`src/rtl/router_pkg.sv`:
```
// Shared definitions for the router input-side control path: FSM state
// encodings, default sizing and the reserved header address.
package router_pkg;

  localparam int unsigned NUM_PORTS_DEF = 3;
  localparam int unsigned ADDR_W_DEF    = 2;

  // Header address never mapped to an output port.
  localparam logic [1:0] INVALID_ADDR = 2'b11;

  typedef enum logic [2:0] {
    DECODE_ADDRESS     = 3'd0,
    LOAD_FIRST_DATA    = 3'd1,
    LOAD_DATA          = 3'd2,
    LOAD_PARITY        = 3'd3,
    FIFO_FULL_STATE    = 3'd4,
    LOAD_AFTER_FULL    = 3'd5,
    WAIT_TILL_EMPTY    = 3'd6,
    CHECK_PARITY_ERROR = 3'd7
  } state_e;

endpackage

```
`src/rtl/router_fsm_if.sv`:
```
// Signal bundle between router_fsm and its source, FIFOs and register stage.
// slave = the FSM side, master = the environment driving it.
interface router_fsm_if
  import router_pkg::*;
#(
  parameter int unsigned NUM_PORTS = NUM_PORTS_DEF,
  parameter int unsigned ADDR_W    = ADDR_W_DEF
);

  logic                 pkt_valid;
  logic [ADDR_W-1:0]    data_in;
  logic                 fifo_full;
  logic [NUM_PORTS-1:0] fifo_empty;
  logic [NUM_PORTS-1:0] soft_reset;
  logic                 parity_done;
  logic                 low_pkt_valid;

  logic                 detect_add;
  logic                 lfd_state;
  logic                 ld_state;
  logic                 laf_state;
  logic                 full_state;
  logic                 rst_int_reg;
  logic                 write_enb_reg;
  logic                 busy;
  logic [ADDR_W-1:0]    addr_lat;
  logic                 drop_pkt;

  modport slave (
    input  pkt_valid, data_in, fifo_full, fifo_empty, soft_reset,
           parity_done, low_pkt_valid,
    output detect_add, lfd_state, ld_state, laf_state, full_state,
           rst_int_reg, write_enb_reg, busy, addr_lat, drop_pkt
  );

  modport master (
    output pkt_valid, data_in, fifo_full, fifo_empty, soft_reset,
           parity_done, low_pkt_valid,
    input  detect_add, lfd_state, ld_state, laf_state, full_state,
           rst_int_reg, write_enb_reg, busy, addr_lat, drop_pkt
  );

endinterface

```
`src/rtl/router_fsm.sv`:
```
// Packet-level control FSM for the router input side (Moore strobes).
// Optional WAIT_TILL_EMPTY timeout enabled by defining ROUTER_FSM_TIMEOUT_EN.
module router_fsm
  import router_pkg::*;
#(
  parameter int unsigned NUM_PORTS   = NUM_PORTS_DEF,
  parameter int unsigned ADDR_W      = ADDR_W_DEF,
  parameter int unsigned TIMEOUT_CYC = 30
) (
  input  logic        clock,
  input  logic        reset,
  router_fsm_if.slave bus
);

  if (TIMEOUT_CYC < 2) begin : g_bad_timeout
    $error("router_fsm: TIMEOUT_CYC must be at least 2");
  end
  if (NUM_PORTS > (1 << ADDR_W)) begin : g_bad_ports
    $error("router_fsm: NUM_PORTS exceeds header address range");
  end

  state_e               state_q, state_d;
  logic [ADDR_W-1:0]    addr_q;
  logic [ADDR_W-1:0]    hdr_addr;
  logic                 hdr_valid;
  logic [NUM_PORTS-1:0] hdr_empty_sh, lat_empty_sh, lat_soft_sh;
  logic                 hdr_empty, lat_empty, lat_soft;
  logic                 wait_expired;

  assign hdr_addr  = bus.data_in;
  assign hdr_valid = 32'(hdr_addr) < NUM_PORTS;

  // Shift-select keeps out-of-range header codes from indexing past the
  // vectors; an invalid address simply reads as 0.
  assign hdr_empty_sh = bus.fifo_empty >> hdr_addr;
  assign lat_empty_sh = bus.fifo_empty >> addr_q;
  assign lat_soft_sh  = bus.soft_reset >> addr_q;
  assign hdr_empty    = hdr_empty_sh[0];
  assign lat_empty    = lat_empty_sh[0];
  assign lat_soft     = lat_soft_sh[0];

`ifdef ROUTER_FSM_TIMEOUT_EN
  localparam int unsigned CNT_W = $clog2(TIMEOUT_CYC + 1);

  logic [CNT_W-1:0] wait_cnt_q;

  always_ff @(posedge clock) begin
    if (reset) begin
      wait_cnt_q <= '0;
    end else if (state_q == WAIT_TILL_EMPTY) begin
      wait_cnt_q <= wait_cnt_q + CNT_W'(1);
    end else begin
      wait_cnt_q <= '0;
    end
  end

  assign wait_expired = (state_q == WAIT_TILL_EMPTY) && !lat_empty &&
                        (wait_cnt_q == CNT_W'(TIMEOUT_CYC - 1));
`else
  assign wait_expired = 1'b0;
`endif

  always_ff @(posedge clock) begin
    if (reset) begin
      state_q <= DECODE_ADDRESS;
      addr_q  <= '0;
    end else begin
      state_q <= state_d;
      if (state_q == DECODE_ADDRESS && bus.pkt_valid && hdr_valid) begin
        addr_q <= hdr_addr;
      end
    end
  end

  always_comb begin
    state_d = state_q;
    if (state_q != DECODE_ADDRESS && lat_soft) begin
      state_d = DECODE_ADDRESS;
    end else begin
      case (state_q)
        DECODE_ADDRESS: begin
          if (bus.pkt_valid && hdr_valid) begin
            state_d = hdr_empty ? LOAD_FIRST_DATA : WAIT_TILL_EMPTY;
          end
        end
        LOAD_FIRST_DATA: state_d = LOAD_DATA;
        LOAD_DATA: begin
          if (bus.fifo_full)       state_d = FIFO_FULL_STATE;
          else if (!bus.pkt_valid) state_d = LOAD_PARITY;
        end
        FIFO_FULL_STATE: begin
          if (!bus.fifo_full) state_d = LOAD_AFTER_FULL;
        end
        LOAD_AFTER_FULL: begin
          if (bus.parity_done)        state_d = DECODE_ADDRESS;
          else if (bus.low_pkt_valid) state_d = LOAD_PARITY;
          else                        state_d = LOAD_DATA;
        end
        LOAD_PARITY: state_d = CHECK_PARITY_ERROR;
        CHECK_PARITY_ERROR: begin
          state_d = bus.fifo_full ? FIFO_FULL_STATE : DECODE_ADDRESS;
        end
        WAIT_TILL_EMPTY: begin
          if (lat_empty)         state_d = LOAD_FIRST_DATA;
          else if (wait_expired) state_d = DECODE_ADDRESS;
        end
        default: state_d = DECODE_ADDRESS;
      endcase
    end
  end

  assign bus.detect_add    = (state_q == DECODE_ADDRESS);
  assign bus.lfd_state     = (state_q == LOAD_FIRST_DATA);
  assign bus.ld_state      = (state_q == LOAD_DATA);
  assign bus.laf_state     = (state_q == LOAD_AFTER_FULL);
  assign bus.full_state    = (state_q == FIFO_FULL_STATE);
  assign bus.rst_int_reg   = (state_q == CHECK_PARITY_ERROR);
  assign bus.write_enb_reg = (state_q == LOAD_DATA) || (state_q == LOAD_PARITY) ||
                             (state_q == LOAD_AFTER_FULL);
  assign bus.busy          = (state_q != DECODE_ADDRESS) && (state_q != LOAD_DATA);
  assign bus.addr_lat      = addr_q;
  // A soft reset in the same cycle takes the FSM out through its own path.
  assign bus.drop_pkt      = wait_expired && !lat_soft;

endmodule
```
`src/flat_wrapper.sv`:
```
// flat-port wrapper written by rule: the top's interface ports become plain ports
module router_fsm_flat import router_pkg::*;
#(
  parameter int unsigned NUM_PORTS   = NUM_PORTS_DEF,
  parameter int unsigned ADDR_W      = ADDR_W_DEF,
  parameter int unsigned TIMEOUT_CYC = 30
)
  (clock, reset, bus_pkt_valid, bus_data_in, bus_fifo_full, bus_fifo_empty, bus_soft_reset, bus_parity_done, bus_low_pkt_valid, bus_detect_add, bus_lfd_state, bus_ld_state, bus_laf_state, bus_full_state, bus_rst_int_reg, bus_write_enb_reg, bus_busy, bus_addr_lat, bus_drop_pkt);
  router_fsm_if #(.NUM_PORTS(NUM_PORTS), .ADDR_W(ADDR_W)) bus_i ();
  input  logic clock;
  input  logic reset;
  input wire logic [$bits(bus_i.pkt_valid)-1:0] bus_pkt_valid;
  input wire logic [$bits(bus_i.data_in)-1:0] bus_data_in;
  input wire logic [$bits(bus_i.fifo_full)-1:0] bus_fifo_full;
  input wire logic [$bits(bus_i.fifo_empty)-1:0] bus_fifo_empty;
  input wire logic [$bits(bus_i.soft_reset)-1:0] bus_soft_reset;
  input wire logic [$bits(bus_i.parity_done)-1:0] bus_parity_done;
  input wire logic [$bits(bus_i.low_pkt_valid)-1:0] bus_low_pkt_valid;
  output wire logic [$bits(bus_i.detect_add)-1:0] bus_detect_add;
  output wire logic [$bits(bus_i.lfd_state)-1:0] bus_lfd_state;
  output wire logic [$bits(bus_i.ld_state)-1:0] bus_ld_state;
  output wire logic [$bits(bus_i.laf_state)-1:0] bus_laf_state;
  output wire logic [$bits(bus_i.full_state)-1:0] bus_full_state;
  output wire logic [$bits(bus_i.rst_int_reg)-1:0] bus_rst_int_reg;
  output wire logic [$bits(bus_i.write_enb_reg)-1:0] bus_write_enb_reg;
  output wire logic [$bits(bus_i.busy)-1:0] bus_busy;
  output wire logic [$bits(bus_i.addr_lat)-1:0] bus_addr_lat;
  output wire logic [$bits(bus_i.drop_pkt)-1:0] bus_drop_pkt;
  assign bus_i.pkt_valid = bus_pkt_valid;
  assign bus_i.data_in = bus_data_in;
  assign bus_i.fifo_full = bus_fifo_full;
  assign bus_i.fifo_empty = bus_fifo_empty;
  assign bus_i.soft_reset = bus_soft_reset;
  assign bus_i.parity_done = bus_parity_done;
  assign bus_i.low_pkt_valid = bus_low_pkt_valid;
  assign bus_detect_add = bus_i.detect_add;
  assign bus_lfd_state = bus_i.lfd_state;
  assign bus_ld_state = bus_i.ld_state;
  assign bus_laf_state = bus_i.laf_state;
  assign bus_full_state = bus_i.full_state;
  assign bus_rst_int_reg = bus_i.rst_int_reg;
  assign bus_write_enb_reg = bus_i.write_enb_reg;
  assign bus_busy = bus_i.busy;
  assign bus_addr_lat = bus_i.addr_lat;
  assign bus_drop_pkt = bus_i.drop_pkt;
  router_fsm #(.NUM_PORTS(NUM_PORTS), .ADDR_W(ADDR_W), .TIMEOUT_CYC(TIMEOUT_CYC)) u_core (.clock(clock), .reset(reset), .bus(bus_i));
endmodule
```
`config.mk`:
```
export PLATFORM = sky130hd
export DESIGN_NAME = router_fsm_flat
export DESIGN_NICKNAME = d
export VERILOG_FILES = /design/src/rtl/router_pkg.sv /design/src/rtl/router_fsm_if.sv /design/src/rtl/router_fsm.sv /design/src/flat_wrapper.sv
export SDC_FILE = /design/constraint.sdc
export NUM_CORES = 1
export LEC_CHECK = 0
export ABC_CLOCK_PERIOD_IN_PS = 1400
export CAP_MARGIN = 30
export CORE_AREA = 2 2 39 41
export DETAILED_ROUTE_END_ITERATION = 10
export DIE_AREA = 0 0 41 43
export DONT_BUFFER_PORTS = 1
export GPL_ROUTABILITY_DRIVEN = 0
export GPL_TIMING_DRIVEN = 0
export MAX_ROUTING_LAYER = met4
export PLACE_DENSITY = 0.52
export SETUP_SLACK_MARGIN = 0.3
export SLEW_MARGIN = 20
export SYNTH_ARGS = -nofsm -noshare
export SYNTH_HDL_FRONTEND = slang
export SYNTH_SLANG_ARGS = --single-unit
export TNS_END_PERCENT = 30
```
`constraint.sdc`:
```
create_clock -name clock -period 1.4 [get_ports clock]
set_input_delay 0.28 -clock clock [delete_from_list [all_inputs] [get_ports clock]]
set_output_delay 0.28 -clock clock [all_outputs]
set_load 0.01 [all_outputs]
```
== Yosys cells after proc, flatten, opt, wreduce, memory -nomap -nowiden ==
Index checks and enable logic that the tools add are counted.
Widths: inputs -> output; s select.

* Logic and storage cells: 39
* Input bits: 14
* Flip-flop bits (word level): 5
* Output and inout port bits: 11

* Reduce and logical (&&, ||, !) cells: 11
* Mux-type cells: 10
* $lt $le $gt $ge: 1
* Shift operators: 3
* Eq/ne operators: 12

{| class="wikitable"
|+ Operators by type and width
! operator !! number
|-
| $mux 3 || 8
|-
| $pmux 3 s8 || 1
|-
| $eq 3x3->1 const B || 4
|-
| $shr 3x2->1 || 3
|-
| $eq 3x2->1 const B || 2
|-
| $logic_and 1x1->1 || 5
|-
| $ne 2x1->1 const B || 2
|-
| $reduce_and 4->1 || 1
|-
| $eq 3x1->1 const B || 1
|-
| $logic_not 3->1 || 1
|-
| $ne 3x2->1 const B || 1
|-
| $ne 3x3->1 const B || 1
|-
| $reduce_bool 3->1 || 1
|-
| $logic_or 1x1->1 || 2
|-
| $lt 2x2->1 const B || 1
|-
| $ne 2x2->1 const B || 1
|-
| $reduce_or 2->1 || 1
|-
| $mux 1 || 1
|}

== Longest topological paths before layout ==
* Depth in word-level cells: 4
* Depth in mapped cells: 6
* Depth with buffers taken out: 5

== Worst setup path before layout ==
OpenSTA, ideal clock, no wires.

* Kind: reg2reg
* Start: reg u_core.state_q[0]
* End: reg u_core.state_q[0]
* Period minus slack after synthesis: 1.471 ns
* Slack: -0.071 ns
* Cell stages (with the launch flop): 7
* Data arrival time: 1.356 ns
* Setup time: 0.116 ns
* Buffers on the path: 1
* Data required time: 1.284 ns
* Cells stage by stage: dfxtp_1 buf_2 or3_4 inv_1 a22oi_1 o2111ai_2 and3b_1

* Cells in the longest elaborated chain, start to end: 3
* Elaborated cells between the ends (all ways): 17
* Classes of those cells: 11 x eq/ne; 1 x mux; 5 x reduce/logical

{| class="wikitable"
|+ Ends and longest elaborated chain
! what !! line !! text
|-
| start: declaration || router_fsm.sv:22 || <nowiki>state_e state_q, state_d;</nowiki>
|-
| start signal: assignment || router_fsm.sv:68 || <nowiki>state_q <= state_d;</nowiki>
|-
| $logic_not 3->1 * || n/a ||
|-
| net bus_detect_add || flat_wrapper.sv:19 || <nowiki>output wire logic [$bits(bus_i.detect_add)-1:0] bus_detect_add;</nowiki>
|-
| $ne 2x1->1 (no source line) || n/a ||
|-
| $reduce_and 4->1 (no source line) || n/a ||
|}

The timed path passes the listed nets; every way through them passes the cells marked *.
A chain may end at the register's enable or synchronous reset.

== Final worst setup path ==
* Start: reg u_core.state_q[1]
* End: out bus_detect_add

* Cells in the longest elaborated chain, start to end: 1

{| class="wikitable"
|+ Ends and longest elaborated chain
! what !! line !! text
|-
| $logic_not 3->1 || router_fsm.sv:112 || <nowiki>assign bus.detect_add = (state_q == DECODE_ADDRESS);</nowiki>
|-
| end: declaration || flat_wrapper.sv:19 ||
|}

No other way between the ends.

==> flow_summary_export.csv <==
group,metric,value,unit
outcome,status,"finished with violations",
outcome,failed_checks,"setup timing",
synthesis,yosys.area.top_type_share,0.231,
die,row_count,14,
placement,place_area,474,µm²
route,drtIter0Drc,7,
route,vias,424,
route,via_per_inst,5.58,
global_routing,gr-total-overflow,0,
global_routing,grt_pass1_vias,360,
clock_network,cts_max_level,1,
final_layout,fin_nets,75,
clock_network,clock_latency,0.23,ns
global_routing,grt_pass1_wl,1.55,mm
clock_network,path_clk_slew,0.04,ns
critical_path,critical_path_class,"flop to primary output",
global_routing,grt_max_degree,11,
synthesis,synth-xor-area-share,0,
sta,slew_violations,0,
sta,setup_viol,2,
sta,clock_skew,0.000343,ns
critical_path,crit_fanout,9,
final_layout,area_growth,35.4,%
synthesis,ys_seq_elements,5,
pwr,ir_drop,0.838,mV
sta,fin_tns_setup,-0.0597,ns
global_routing,grt_use_total,0.132,
sta,grt_setup_unrepaired,"true",
clock_network,postCtsHoldBufs,0,
sta,fin_crit,1.45,ns
critical_path,cp-startpoint,"u_core.state_q[1]",
final_layout,fin_area,588,µm²
synthesis,synth_fa_ha_area_frac,0.0231,
synthesis,post-synth-top-area-cell,"dfxtp_1",
final_layout,layout_common_cells,"nand2_1, mux2i_1, buf_4, clkbuf_4",
placement,dp.cells,69,
synthesis,synth.yosys.seq_area_share,0.231,
synthesis,synth_top_family_by_area,"simple AND/OR/NAND/NOR gates",
hold_path,hp-class,"input port to flop",
run,maxCapViolCount,0,
clock_network,cts_tree,"yes",
critical_path,cp.arrival,1.17,ns
clock_network,clk_path_buf_depth,2,
route,drtAntennaViolNets,0,
clock_network,cts_sinks,5,
synthesis,async_reset_ff_frac,0,
route,drc_errors,0,
die,dieArea,0.00176,mm²
synthesis,synth_nets,67,
sta,hold_viol,0,
die,design.core.area,0.00138,mm²
sta,clock.fmax,691,MHz
clock_network,cts-buffers-inserted,3,
critical_path,worstPathRequired,1.12,ns
synthesis,synth.area.mux_share,0.0692,
sta,whs,0.119,ns
clock_network,cts_root_buffer,"clkbuf_4",
sta,layout_setup_ws,-0.0477,ns
placement,io_buffers,0,
critical_path,cp-start-kind,"flop",
route,dr.pass1.iters,4,
final_layout,n_antenna_cell,0,
hold_path,min_from,"reset",
synthesis,synthFlopType,"dfxtp_1",
synthesis,yosysWarnings,0,
pwr,cellPowerDensity,2020,mW/mm²
final_layout,drive_above_1_share,0.483,
sta,fin_crit_sh,1.03,
synthesis,syn_area,434,µm²
synthesis,synth_edf_count,0,
placement,dp.final_hpwl,796,µm
die,initial_utilization,0.314,
pwr,p_leak,0.000231,µW
synthesis,synthDistinctLibCells,33,
synthesis,avgSynthCellArea,8.19,µm²
critical_path,reg2reg_from,"u_core.state_q[1]",
critical_path,setup.worst_path.end_class,"primary output",
die,die_height,43,µm
synthesis,synth.area.top_cells,"dfxtp_1, mux2i_1, nor3b_1",
synthesis,syn_inst,53,
global_routing,antenna_found_initial,0,
die,die_w,41,µm
route,wl_per_cell,13.6,µm
route,drt_wl_total,1.04,mm
final_layout,fin_cells,76,
synthesis,synthSimpleGateAreaFrac,0.349,
die,io_pins,25,
synthesis,synth_compound_area_frac,0.254,
area by class of cell:
class                      count  area (µm²)
sequential                     5         106
timing repair buffer           3        35.0
tap                           16        20.0
fill                         154         796
inverter                       3        13.8
clock buffer                   4        26.3
buffer                         3        30.0
multi-input combinational     42         357
cell families after synthesis:
| group | after synthesis |
|---|---|
| AO/OA/AOI/OAI | 14 |
| adder cells (fa/ha/maj) | 1 |
| buffers and inverters | 6 |
| flip-flops | 5 |
| multiplexers | 3 |
| other | 1 |
| AND/OR/NAND/NOR | 23 |
worst max-delay path, cell delays in order, from the launching register on:
cell and delay, ns:
dfxtp_1 0.30, buf_6 0.13, or3_4 0.41, inv_4 0.10
power by group:
| part | leakage, µW | internal (µW) | switching (µW) |
|---|---|---|---|
| clock network | 0.0000150 | 107 | 51.3 |
| logic | 0.000173 | 376 | 391 |
| registers | 0.0000426 | 200 | 62.2 |
| total | 0.000231 | 683 | 504 |
registers in the layout, summed over array words and instances, names as in the netlist:
signal and flops:
u_core.bus.addr_lat 2, u_core.state_q 3
Yosys cell counts, types with 2 or more instances:
cell	number
nor3_1	2
a21oi_1	2
inv_1	2
nor3b_1	3
buf_2	2
nand3b_1	2
nand2_1	3
nor2_1	4
o21ai_0	3
dfxtp_1	5
mux2i_1	3
metrics by stage:
step            util  worst slack [ns]  power, µW
3_5_place_dp   0.343           -0.0519        837
2_1_floorplan      -            0.0609        742
6_report       0.425           -0.0477       1190
4_1_cts        0.388           -0.0579       1090
3_3_place_gp   0.343           -0.0431        829
5_1_grt        0.425            -0.102       1290
repair_timing:
item,4_1_cts,5_1_grt
setup buffers,1,2
setup endpoints to repair,13,13
pin swaps,3,5
resized for setup,6,10
layer usage:
layer	share of wire	track usage
met2	0.53	0.175
met1	0.44	0.174
met3	0.024	0.0314
met5	0	-
met4	0	0.0800
worst paths after layout:
check / to / slack, ns / cells after the start
setup / recovery: bus_detect_add / -0.05 / 3
hold / removal: u_core.bus.addr_lat[0] / 0.12 / 1
setup reg to reg: u_core.state_q[0] / -0.01 / 6
hold reg to reg: u_core.bus.addr_lat[0] / 0.57 / 2
No activity file was read; power rests on OpenSTA's default activity.
